### src/rtl/co224_pkg.sv
// -----------------------------------------------------------------------------
// co224_pkg
// Shared definitions for the CO224 8-bit processor with data cache:
//   - data-memory latency and field widths
//   - opcode constants
//   - data-cache FSM state type
//   - branch/jump offset helper (word offset -> byte offset, sign extended)
// No ports (package).
// -----------------------------------------------------------------------------
package co224_pkg;

  localparam int MEM_LATENCY = 5;  // data-memory cycles per block read or write
  localparam int NUM_REGS    = 8;
  localparam int NUM_BLOCKS  = 8;
  localparam int DATA_W      = 8;
  localparam int REG_AW      = 3;
  localparam int CNT_W       = 3;  // wide enough to count to MEM_LATENCY-1

  localparam logic [7:0] OP_LOADI = 8'h00;
  localparam logic [7:0] OP_MOV   = 8'h01;
  localparam logic [7:0] OP_ADD   = 8'h02;
  localparam logic [7:0] OP_SUB   = 8'h03;
  localparam logic [7:0] OP_AND   = 8'h04;
  localparam logic [7:0] OP_OR    = 8'h05;
  localparam logic [7:0] OP_J     = 8'h06;
  localparam logic [7:0] OP_BEQ   = 8'h07;
  localparam logic [7:0] OP_LWD   = 8'h08;
  localparam logic [7:0] OP_LWI   = 8'h09;
  localparam logic [7:0] OP_SWD   = 8'h0A;
  localparam logic [7:0] OP_SWI   = 8'h0B;

  typedef enum logic [1:0] {
    C_IDLE,
    C_WRITEBACK,
    C_FETCH,
    C_UPDATE
  } cache_state_t;

  // Offsets are in words; shift to bytes after sign extension.
  function automatic logic [31:0] branch_offset(input logic [7:0] off);
    return {{22{off[7]}}, off, 2'b00};
  endfunction

endpackage

### src/rtl/cpu_cache_system_cpu.sv
// -----------------------------------------------------------------------------
// regfile   : 8 x 8-bit registers, two combinational read ports, one write.
// data_mem  : 256-byte data memory, block (4-byte) write and registered read.
// cpu       : single-cycle core; decode, ALU, PC, stalls on o_busywait.
// cpu ports:
//   i_clk, i_rst     clock, synchronous active-high reset
//   i_instruction    fetched instruction word
//   o_pc             byte address of the current instruction
// -----------------------------------------------------------------------------
module regfile
  import co224_pkg::*;
(
  input  logic              i_clk,
  input  logic              i_rst,
  input  logic              i_we,
  input  logic [REG_AW-1:0] i_waddr,
  input  logic [DATA_W-1:0] i_wdata,
  input  logic [REG_AW-1:0] i_raddr1,
  input  logic [REG_AW-1:0] i_raddr2,
  output logic [DATA_W-1:0] o_rdata1,
  output logic [DATA_W-1:0] o_rdata2
);
  logic [DATA_W-1:0] reg_array [0:NUM_REGS-1];

  assign o_rdata1 = reg_array[i_raddr1];
  assign o_rdata2 = reg_array[i_raddr2];

  always_ff @(posedge i_clk) begin
    if (i_rst) begin
      for (int i = 0; i < NUM_REGS; i++) reg_array[i] <= '0;
    end else if (i_we) begin
      reg_array[i_waddr] <= i_wdata;
    end
  end
endmodule

module data_mem (
  input  logic        i_clk,
  input  logic        i_write,
  input  logic [5:0]  i_block,
  input  logic [31:0] i_wdata,
  output logic [31:0] o_rdata
);
  logic [7:0]  memory_array [0:255];
  logic [31:0] r_rdata;

  assign o_rdata = r_rdata;

  always_ff @(posedge i_clk) begin
    for (int b = 0; b < 4; b++) begin
      if (i_write) memory_array[{i_block, b[1:0]}] <= i_wdata[b*8 +: 8];
      r_rdata[b*8 +: 8] <= memory_array[{i_block, b[1:0]}];
    end
  end
endmodule

module cpu
  import co224_pkg::*;
(
  input  logic        i_clk,
  input  logic        i_rst,
  input  logic [31:0] i_instruction,
  output logic [31:0] o_pc
);
  logic [31:0]       r_pc, w_pc_plus4, w_target;
  logic [7:0]        w_op, w_off, w_imm, w_mem_addr;
  logic [REG_AW-1:0] w_rd, w_rs1, w_rs2;
  logic [DATA_W-1:0] w_a, w_b, w_result, w_cache_rdata;
  logic              w_reg_we, w_mem_read, w_mem_write, w_take, w_busywait;
  logic              w_mem_we;
  logic [5:0]        w_mem_block;
  logic [31:0]       w_mem_wdata, w_mem_rdata;
  logic              w_unused_src1_hi;

  assign w_op             = i_instruction[31:24];
  assign w_off            = i_instruction[23:16];
  assign w_rd             = i_instruction[18:16];
  assign w_rs1            = i_instruction[10:8];
  assign w_rs2            = i_instruction[2:0];
  assign w_imm            = i_instruction[7:0];
  assign w_unused_src1_hi = ^i_instruction[15:11];

  assign w_pc_plus4 = r_pc + 32'd4;
  assign w_target   = w_pc_plus4 + branch_offset(w_off);
  assign o_pc       = r_pc;

  always_comb begin
    w_result    = '0;
    w_reg_we    = 1'b0;
    w_mem_read  = 1'b0;
    w_mem_write = 1'b0;
    w_mem_addr  = w_imm;
    w_take      = 1'b0;
    case (w_op)
      OP_LOADI: begin w_result = w_imm;       w_reg_we = 1'b1; end
      OP_MOV:   begin w_result = w_b;         w_reg_we = 1'b1; end
      OP_ADD:   begin w_result = w_a + w_b;   w_reg_we = 1'b1; end
      OP_SUB:   begin w_result = w_a - w_b;   w_reg_we = 1'b1; end
      OP_AND:   begin w_result = w_a & w_b;   w_reg_we = 1'b1; end
      OP_OR:    begin w_result = w_a | w_b;   w_reg_we = 1'b1; end
      OP_J:     w_take = 1'b1;
      OP_BEQ:   w_take = (w_a == w_b);
      OP_LWD:   begin w_mem_read = 1'b1; w_mem_addr = w_b; w_result = w_cache_rdata; w_reg_we = 1'b1; end
      OP_LWI:   begin w_mem_read = 1'b1; w_result = w_cache_rdata; w_reg_we = 1'b1; end
      OP_SWD:   begin w_mem_write = 1'b1; w_mem_addr = w_b; end
      OP_SWI:   w_mem_write = 1'b1;
      default:  ;
    endcase
  end

  // A miss freezes the whole core: no PC step and no register write.
  always_ff @(posedge i_clk) begin
    if (i_rst) begin
      r_pc <= '0;
    end else if (!w_busywait) begin
      r_pc <= w_take ? w_target : w_pc_plus4;
    end
  end

  regfile u_regfile (
    .i_clk    (i_clk),
    .i_rst    (i_rst),
    .i_we     (w_reg_we && !w_busywait),
    .i_waddr  (w_rd),
    .i_wdata  (w_result),
    .i_raddr1 (w_rs1),
    .i_raddr2 (w_rs2),
    .o_rdata1 (w_a),
    .o_rdata2 (w_b)
  );

  data_cache u_data_cache (
    .i_clk       (i_clk),
    .i_rst       (i_rst),
    .i_read      (w_mem_read),
    .i_write     (w_mem_write),
    .i_addr      (w_mem_addr),
    .i_wdata     (w_a),
    .o_rdata     (w_cache_rdata),
    .o_busywait  (w_busywait),
    .o_mem_write (w_mem_we),
    .o_mem_block (w_mem_block),
    .o_mem_wdata (w_mem_wdata),
    .i_mem_rdata (w_mem_rdata)
  );

  data_mem u_data_mem (
    .i_clk   (i_clk),
    .i_write (w_mem_we),
    .i_block (w_mem_block),
    .i_wdata (w_mem_wdata),
    .o_rdata (w_mem_rdata)
  );
endmodule

### src/rtl/cpu_cache_system_data_cache.sv
// -----------------------------------------------------------------------------
// data_cache
// Direct-mapped, write-back, write-allocate cache: 8 blocks x 4 bytes.
// Address split: tag[7:5], index[4:2], offset[1:0].
// Ports:
//   i_clk, i_rst       clock, synchronous active-high reset
//   i_read, i_write    CPU access request (combinational from decode)
//   i_addr, i_wdata    CPU byte address / store data
//   o_rdata            combinational read data (valid on hit)
//   o_busywait         high while a miss is being serviced
//   o_mem_write        one-cycle block write strobe to data memory
//   o_mem_block        block address (addr[7:2]) presented to data memory
//   o_mem_wdata        victim block being written back
//   i_mem_rdata        registered block read data from data memory
// -----------------------------------------------------------------------------
module data_cache
  import co224_pkg::*;
(
  input  logic              i_clk,
  input  logic              i_rst,
  input  logic              i_read,
  input  logic              i_write,
  input  logic [DATA_W-1:0] i_addr,
  input  logic [DATA_W-1:0] i_wdata,
  output logic [DATA_W-1:0] o_rdata,
  output logic              o_busywait,
  output logic              o_mem_write,
  output logic [5:0]        o_mem_block,
  output logic [31:0]       o_mem_wdata,
  input  logic [31:0]       i_mem_rdata
);

  localparam logic [CNT_W-1:0] CNT_LAST = CNT_W'(MEM_LATENCY - 1);

  logic [31:0]           data_blocks [0:NUM_BLOCKS-1];
  logic [2:0]            r_tag       [0:NUM_BLOCKS-1];
  logic [NUM_BLOCKS-1:0] r_valid;
  logic [NUM_BLOCKS-1:0] r_dirty;
  cache_state_t          r_state, w_state_next;
  logic [CNT_W-1:0]      r_cnt, w_cnt_next;

  logic [2:0]  w_tag, w_idx;
  logic [1:0]  w_off;
  logic        w_hit, w_wr_hit;
  logic [31:0] w_block_wr;

  assign w_tag    = i_addr[7:5];
  assign w_idx    = i_addr[4:2];
  assign w_off    = i_addr[1:0];
  assign w_hit    = r_valid[w_idx] && (r_tag[w_idx] == w_tag);
  assign w_wr_hit = (r_state == C_IDLE) && i_write && w_hit;
  assign o_rdata  = data_blocks[w_idx][{w_off, 3'b000} +: 8];

  genvar gi;
  generate
    for (gi = 0; gi < 4; gi++) begin : g_lane
      assign w_block_wr[gi*8 +: 8] = (w_off == 2'(gi)) ? i_wdata
                                                       : data_blocks[w_idx][gi*8 +: 8];
    end
  endgenerate

  // The cycle in which the miss is detected already counts as the first
  // memory cycle of the first transfer, hence r_cnt starts at 1 from IDLE.
  always_comb begin
    w_state_next = r_state;
    w_cnt_next   = r_cnt;
    o_busywait   = 1'b0;
    o_mem_write  = 1'b0;
    o_mem_block  = {w_tag, w_idx};
    o_mem_wdata  = data_blocks[w_idx];
    case (r_state)
      C_IDLE: begin
        if ((i_read || i_write) && !w_hit) begin
          o_busywait   = 1'b1;
          w_cnt_next   = CNT_W'(1);
          w_state_next = (r_valid[w_idx] && r_dirty[w_idx]) ? C_WRITEBACK : C_FETCH;
        end
      end
      C_WRITEBACK: begin
        o_busywait  = 1'b1;
        o_mem_block = {r_tag[w_idx], w_idx};
        if (r_cnt == CNT_LAST) begin
          o_mem_write  = 1'b1;
          w_cnt_next   = '0;
          w_state_next = C_FETCH;
        end else begin
          w_cnt_next = r_cnt + CNT_W'(1);
        end
      end
      C_FETCH: begin
        o_busywait = 1'b1;
        if (r_cnt == CNT_LAST) begin
          w_cnt_next   = '0;
          w_state_next = C_UPDATE;
        end else begin
          w_cnt_next = r_cnt + CNT_W'(1);
        end
      end
      C_UPDATE: begin
        o_busywait   = 1'b1;
        w_state_next = C_IDLE;
      end
    endcase
  end

  always_ff @(posedge i_clk) begin
    if (i_rst) begin
      r_state <= C_IDLE;
      r_cnt   <= '0;
      r_valid <= '0;
      r_dirty <= '0;
    end else begin
      r_state <= w_state_next;
      r_cnt   <= w_cnt_next;
      if (r_state == C_UPDATE) begin
        r_valid[w_idx] <= 1'b1;
        r_dirty[w_idx] <= 1'b0;
      end else if (w_wr_hit) begin
        r_dirty[w_idx] <= 1'b1;
      end
    end
  end

  // Block data and tags carry no reset; they are qualified by r_valid.
  always_ff @(posedge i_clk) begin
    if (!i_rst) begin
      if (r_state == C_UPDATE) begin
        data_blocks[w_idx] <= i_mem_rdata;
        r_tag[w_idx]       <= w_tag;
      end else if (w_wr_hit) begin
        data_blocks[w_idx] <= w_block_wr;
      end
    end
  end

endmodule

### src/rtl/cpu_cache_system.sv
// -----------------------------------------------------------------------------
// cpu_cache_system
// Top of the CO224 8-bit single-cycle processor with data cache.
// Ports:
//   CLK          single clock, rising-edge state updates
//   RESET        synchronous, active-high
//   INSTRUCTION  fetched instruction word from external instruction memory
//   PC_OUT       byte address of the current instruction
// -----------------------------------------------------------------------------
module cpu_cache_system (
  input  logic        CLK,
  input  logic        RESET,
  input  logic [31:0] INSTRUCTION,
  output logic [31:0] PC_OUT
);
  cpu u_cpu (
    .i_clk         (CLK),
    .i_rst         (RESET),
    .i_instruction (INSTRUCTION),
    .o_pc          (PC_OUT)
  );
endmodule

### config.mk
export PLATFORM = sky130hd
export DESIGN_NAME = cpu_cache_system
export DESIGN_NICKNAME = d
export VERILOG_FILES = /design/src/rtl/co224_pkg.sv /design/src/rtl/cpu_cache_system_cpu.sv /design/src/rtl/cpu_cache_system_data_cache.sv /design/src/rtl/cpu_cache_system.sv
export SDC_FILE = /design/constraint.sdc
export NUM_CORES = 2
export LEC_CHECK = 0
export BUFFER_PORTS_ARGS = -buffer_cell sky130_fd_sc_hd__buf_2
export CORE_ASPECT_RATIO = 1.4
export CORE_MARGIN = 2
export CORE_UTILIZATION = 34
export DETAILED_ROUTE_END_ITERATION = 10
export PLACE_DENSITY = 0.57
export SYNTH_ARGS = -nofsm -noshare
export SYNTH_HDL_FRONTEND = slang
export SYNTH_HIERARCHICAL = 1
export SYNTH_SLANG_ARGS = --single-unit
### constraint.sdc
create_clock -name CLK -period 13.9 [get_ports CLK]
set_input_delay 2.78 -clock CLK [delete_from_list [all_inputs] [get_ports CLK]]
set_output_delay 2.78 -clock CLK [all_outputs]
set_load 0.02 [all_outputs]
Yosys cells after proc, flatten, opt, wreduce, memory -nomap -nowiden
Memories as Yosys holds them, arrays and structs flattened. A register that Yosys moved wholly into a read port is not among the register bits.
Cells that the tools add are included.
Word-level totals
  register bits after elaboration: 53
  bits in writable memories: 2392
  bits of input ports: 34
  output and inout port bits: 32
  logic and storage cells: 121
  memories kept: 4
Memory list
  u_cpu.u_data_mem.memory_array: words 256, bits a word 8, rd ports 4, clocked after Yosys merged registers in 4, wr ports 4, line cpu_cache_system_cpu.sv:44  | logic [7:0] memory_array [0:255];
  u_cpu.u_data_cache.data_blocks: words 8, bits a word 32, rd ports 1, clocked after Yosys merged registers in 0, wr ports 1, line cpu_cache_system_data_cache.sv:35  | logic [31:0] data_blocks [0:NUM_BLOCKS-1];
  u_cpu.u_regfile.reg_array: words 8, bits a word 8, rd ports 2, clocked after Yosys merged registers in 0, wr ports 8, line cpu_cache_system_cpu.sv:23  | logic [DATA_W-1:0] reg_array [0:NUM_REGS-1];
  u_cpu.u_data_cache.r_tag: words 8, bits a word 3, rd ports 1, clocked after Yosys merged registers in 0, wr ports 1, line cpu_cache_system_data_cache.sv:36  | logic [2:0] r_tag [0:NUM_BLOCKS-1];
Operators by class
  add/subtract/negate cells: 5
  $lt $le $gt $ge: 2
  equality and inequality tests: 23
  shift-type cells: 1
  muxes and demuxes: 50
  bitwise gates (word level): 7
  reductions and logical operators: 24
Operator list (number)
  $mux W32: 2
  $mux W8: 8
  $pmux W8 S7: 1
  $add A32 B3 Y32 const B: 1
  $add A32 B32 Y32: 1
  $eq A8 B3 Y1 const B: 4
  $eq A8 B4 Y1 const B: 4
  $shiftx A32 B6 Y8: 1
  $mux W1: 24
  $or A8 B8 Y8: 3
  $and A8 B8 Y8: 2
  $eq A8 B2 Y1 const B: 2
  $reduce_or A8 Y1: 2
  $mux W3: 3
  $add A8 B8 Y8: 1
  $eq A2 B2 Y1 const B: 4
  $eq A8 B1 Y1 const B: 1
  $eq A8 B8 Y1: 1
  $logic_not A8 Y1: 1
  $mux W2: 4
  $not A8 Y8: 1
  $pmux W2 S4: 1
  $reduce_or A2 Y1: 4
  $sub A8 B8 Y8: 1
  22 further kinds: 35

Depth between registers and ports, before layout
  depth in word-level cells: 17
  mapped depth: 21
  depth with buffers taken out: 17

By module
The synthesis kept the hierarchy.
Modules (own cells, without submodules)
  data_mem: times used 1, cells each 4239, area an instance 78928.2 um2
  data_cache: times used 1, cells each 793, area an instance 13006.2 um2
  cpu: times used 1, cells each 657, area an instance 4838.4 um2
  regfile: times used 1, cells each 222, area an instance 3525.9 um2

Worst setup path after synthesis
OpenSTA, ideal clock, no wires.
  path kind: input to register
  start point: input INSTRUCTION[29]
  end point: memory u_cpu.u_regfile.reg_array[6][6], data pin
  arrival: 9149 ps
  required time: 13741 ps
  path slack: 4591 ps
  stages on the path: 17
  buffers on the path: 3
  path through: or4_4 > nor2_1 > nand2_1 > nor2_1 > mux2_2 > buf_6 > buf_6 > buf_4 > nor2_1 > a221oi_1 > o21ai_0 > mux4_2 > a221o_1 > a221oi_1 > o21ai_0 > clkinv_1 > nor3_1
RTL lines
  from (decl): line cpu_cache_system.sv:13  | input logic [31:0] INSTRUCTION,
  to (decl): line cpu_cache_system_cpu.sv:23

==> metrics.txt <==
r2r setup slk=7.14 ns; 1st-iter DRT viols=5792; sequential fraction of the synthesis area=73.3%; Post-Syn Area per Cell=17.0 um^2; synthesized flop and latch total=2475; delay-heaviest family, CP=simple AND/OR/NAND/NOR gates; Netlist Area Pre-Place=0.100 mm^2; Fin Setup TNS=0 ns; crit path max fanout=62; share of layout cells above drive strength 1=18.8%; post-route ant nets=0; Hold Violations, Final=0; DRC Markers=0; Reg2Reg Launch Point=u_cpu/u_regfile/reg_array[6][4]$_SDFFCE_PN0P_; CP Data Required Time=14.39 ns; peak supply drop=108 uV; Crit. End Element=flop; max incr delay on CP=0.88 ns; Fmax=109 MHz; # rows=236; first-pass GRT wire length=419000 um; Crit path buffers/inverters=4; Die Span Y=647 um; fin util=38.6%; status=finished, violations left; Power Dens Cells=140 mW/mm^2; Slew @ Worst Pin=1.49 ns; Post-Synthesis Cells=5911; initial antenna violation count=22; slowest cell on the critical path=o21bai_1; Final Cell Area=0.114 mm^2; register share of total power=52.6%; Syn. warnings=6; cts bufs inserted=226; Final min period=9.20 ns; Post-DP Area=0.106 mm^2; layout net count=6108; crit path cell chain=buf_2 -> or4_4 -> nor2_1 -> nand2_1 -> nor2_1 -> mux2_8 -> inv_1 -> o21ai_0 -> nand4_1 -> a211oi_2 -> a21o_1 -> inv_1 -> buf_4 -> nor3_1 -> or3b_2 -> o21bai_1; unrepaired setup endpoints after global routing=false; I/O pin total=66; most common cell after layout, fill and taps aside=edfxtp_1; hold path depth=2; Worst EP arrival=9.68 ns; Crit Path Class=primary input to flop; most frequent cells in the layout=2392 x edfxtp_1, 281 x mux2i_1, 241 x mux2_2; Sw Share=23.4%; Initial DRT Pass Iterations=8; Internal=12.2 mW; chip width=463 um; Total GRT Usage=19.1%; clk root buf=clkbuf_16; Yosys cell types=102; clock network fraction of design power=39.2%; Hold Crit Start=u_cpu/u_data_cache/r_valid[7]$_SDFFE_PP0P_; largest net degree at the start of global routing=106; Post-CTS Setup Bufs=0; clock-pin slew on the worst setup and hold paths=0.06 ns; total wire length=295000 um; hpwl dp=171000 um; vias in the first global route=57400; I/O Buffers=58; Final Max Slew Viols=0; Comb power frac=8.2%; Rel. slew slack=0.504%; Vias=57400; crit start category=primary input; R2R Path End=u_cpu/u_regfile/reg_array[5][7]$_SDFFCE_PN0P_; cts repair resizes=0; NetSw=3.72 mW; Die Area=0.299 mm^2; Final setup viols=0; worst hold path type=flop to flop; area delta synth->final=13.3%; wire per inst=29.1 um; final period utilization=66.2%; GPL Wtd Cong=0.861; maximum clock insertion buffer count=4; ys async rst share=0%; Clk Latency, worst-skew pair=0.89 ns; Post-Route Skew=0.0497 ns; Hold Path End=u_cpu/u_data_cache/r_valid[7]$_SDFFE_PP0P_; core area=0.294 mm^2; CTS Hold Bufs=0; Via density=5.66; top_reg_cell synth=edfxtp_1; R2R cell count=14; total gr overflow=0; CTS tree=yes; Initial Util=34.1%; failing checks=max-capacitance violations; Max Cap Viol=1; CTS H-tree lvls=4; static leakage=36.4 nW; CTS Sinks=2475; Post-synth EDFFs=2392; total power=15.9 mW
## worst min-delay path, cell delays in order, from the launching register on
cell	delay, ns
dfxtp_1	0.31
inv_1	0.04
o22ai_1	0.07
## worst max-delay path by stage
stage / slack, ns / startpoint / cells after the start / to
after floorplan: 4.59 / INSTRUCTION[29] / 17 / u_cpu/u_regfile/reg_array[6][6]$_SDFFCE_PN0P_
after global placement: 3.80 / INSTRUCTION[29] / 16 / u_cpu/u_regfile/reg_array[5][0]$_SDFFCE_PN0P_
after detailed placement: 3.75 / INSTRUCTION[29] / 16 / u_cpu/u_regfile/reg_array[5][0]$_SDFFCE_PN0P_
after CTS: 4.68 / INSTRUCTION[29] / 16 / u_cpu/u_regfile/reg_array[5][7]$_SDFFCE_PN0P_
after global routing: 4.21 / INSTRUCTION[29] / 16 / u_cpu/u_regfile/reg_array[4][5]$_SDFFCE_PN0P_
final: 4.70 / INSTRUCTION[29] / 16 / u_cpu/u_regfile/reg_array[5][7]$_SDFFCE_PN0P_
## registers in the layout (all words and copies together) (netlist names), named ones only
register,count
u_cpu/u_data_cache/r_valid,8
u_cpu/u_data_mem/memory_array,2048
u_cpu/u_data_cache/r_tag,24
u_cpu/u_data_cache/r_state,2
u_cpu/o_pc,30
u_cpu/u_data_cache/data_blocks,256
u_cpu/u_regfile/reg_array,64
u_cpu/u_data_cache/r_cnt,3
u_cpu/u_data_mem/o_rdata,32
## cells by family (layout without fill, tap and decap cells)
kind of cell,count (synthesis),count (layout),share of synthesized area (%)
AND/OR/NAND/NOR,800,800,4.14
flip-flops,2475,2475,73.3
AO/OA/AOI/OAI,1329,1329,9.62
multiplexers,702,702,9.37
buffers and inverters,477,753,2.19
XOR/XNOR,57,57,0.513
adder cells (fa/ha/maj),70,70,0.893
other,1,21,0.00374
## area by class of cell
type	instances	area [um^2]
repair buffers	274	2000
inverters	68	263
clock inverters	136	1340
diodes	19	47.5
fillers	26900	181000
well taps	3927	4910
multi-input cells	2960	25700
clock buffers	275	5910
flip-flops and latches	2475	73500
## through the flow
| stage | instances | setup slack [ns] | hold WS (ns) |
|---|---|---|---|
| floorplan | 5912 | 4.59 | 0.436 |
| global placement | 9704 | 3.80 | 0.454 |
| detailed placement | 9704 | 3.75 | 0.463 |
| CTS | 10100 | 4.68 | 0.473 |
| global route | 10100 | 4.21 | 0.495 |
| finish | 10100 | 4.70 | 0.472 |
## synthesized netlist by cell type (11+ instances only)
cell type / number / area share [%]
a22oi_1: 231 / 1.7
nand2_1: 102 / 0.38
and3_1: 95 / 0.59
ha_1: 66 / 0.82
o21bai_1: 20 / 0.15
a22o_1: 68 / 0.59
nor2b_1: 16 / 0.10
a221oi_1: 230 / 2.0
a221o_1: 25 / 0.25
buf_4: 18 / 0.13
a2111oi_0: 17 / 0.15
xor2_1: 15 / 0.13
xnor2_1: 40 / 0.35
or4b_1: 14 / 0.14
a31oi_1: 54 / 0.34
o211ai_1: 12 / 0.090
nand2b_1: 30 / 0.19
dfxtp_1: 83 / 1.7
nor4_1: 17 / 0.11
o22ai_1: 108 / 0.67
a222oi_1: 18 / 0.18
mux4_1: 29 / 0.76
buf_2: 113 / 0.56
a21oi_1: 190 / 0.95
nor2_1: 234 / 0.88
nand3_1: 76 / 0.38
edfxtp_1: 2392 / 72
mux2_2: 244 / 2.7
mux2i_1: 281 / 2.8
nor3_1: 109 / 0.54
mux2_4: 33 / 0.49
a21o_1: 17 / 0.13
buf_1: 44 / 0.16
inv_1: 57 / 0.21
and2_1: 12 / 0.075
mux4_2: 114 / 2.6
o2bb2ai_1: 18 / 0.16
clkbuf_1: 217 / 0.81
o21ai_1: 11 / 0.055
nand4_1: 15 / 0.094
a211oi_1: 40 / 0.30
o22a_1: 70 / 0.61
or4_1: 18 / 0.13
o21ai_0: 135 / 0.67
## power groups by stage
stage	registers, mW	logic (mW)	clock network (mW)
finish	8.36	1.31	6.22
global route	8.36	1.38	6.59
CTS	8.36	1.31	6.33
detailed placement	8.52	1.31	0
global placement	8.52	1.28	0
floorplan	8.54	0.749	0
## routing by layer
metal	vias up	track usage [%]	part of all wire (%)	routed length (um)
li1	24400	-	-	-
met1	30100	22.2	37	109000
met2	2312	34.2	51	152000
met3	568	2.83	6.3	18600
met4	20	9.48	5.3	15600
met5	-	0	0.048	141
Power figures use the tool's default switching activity.
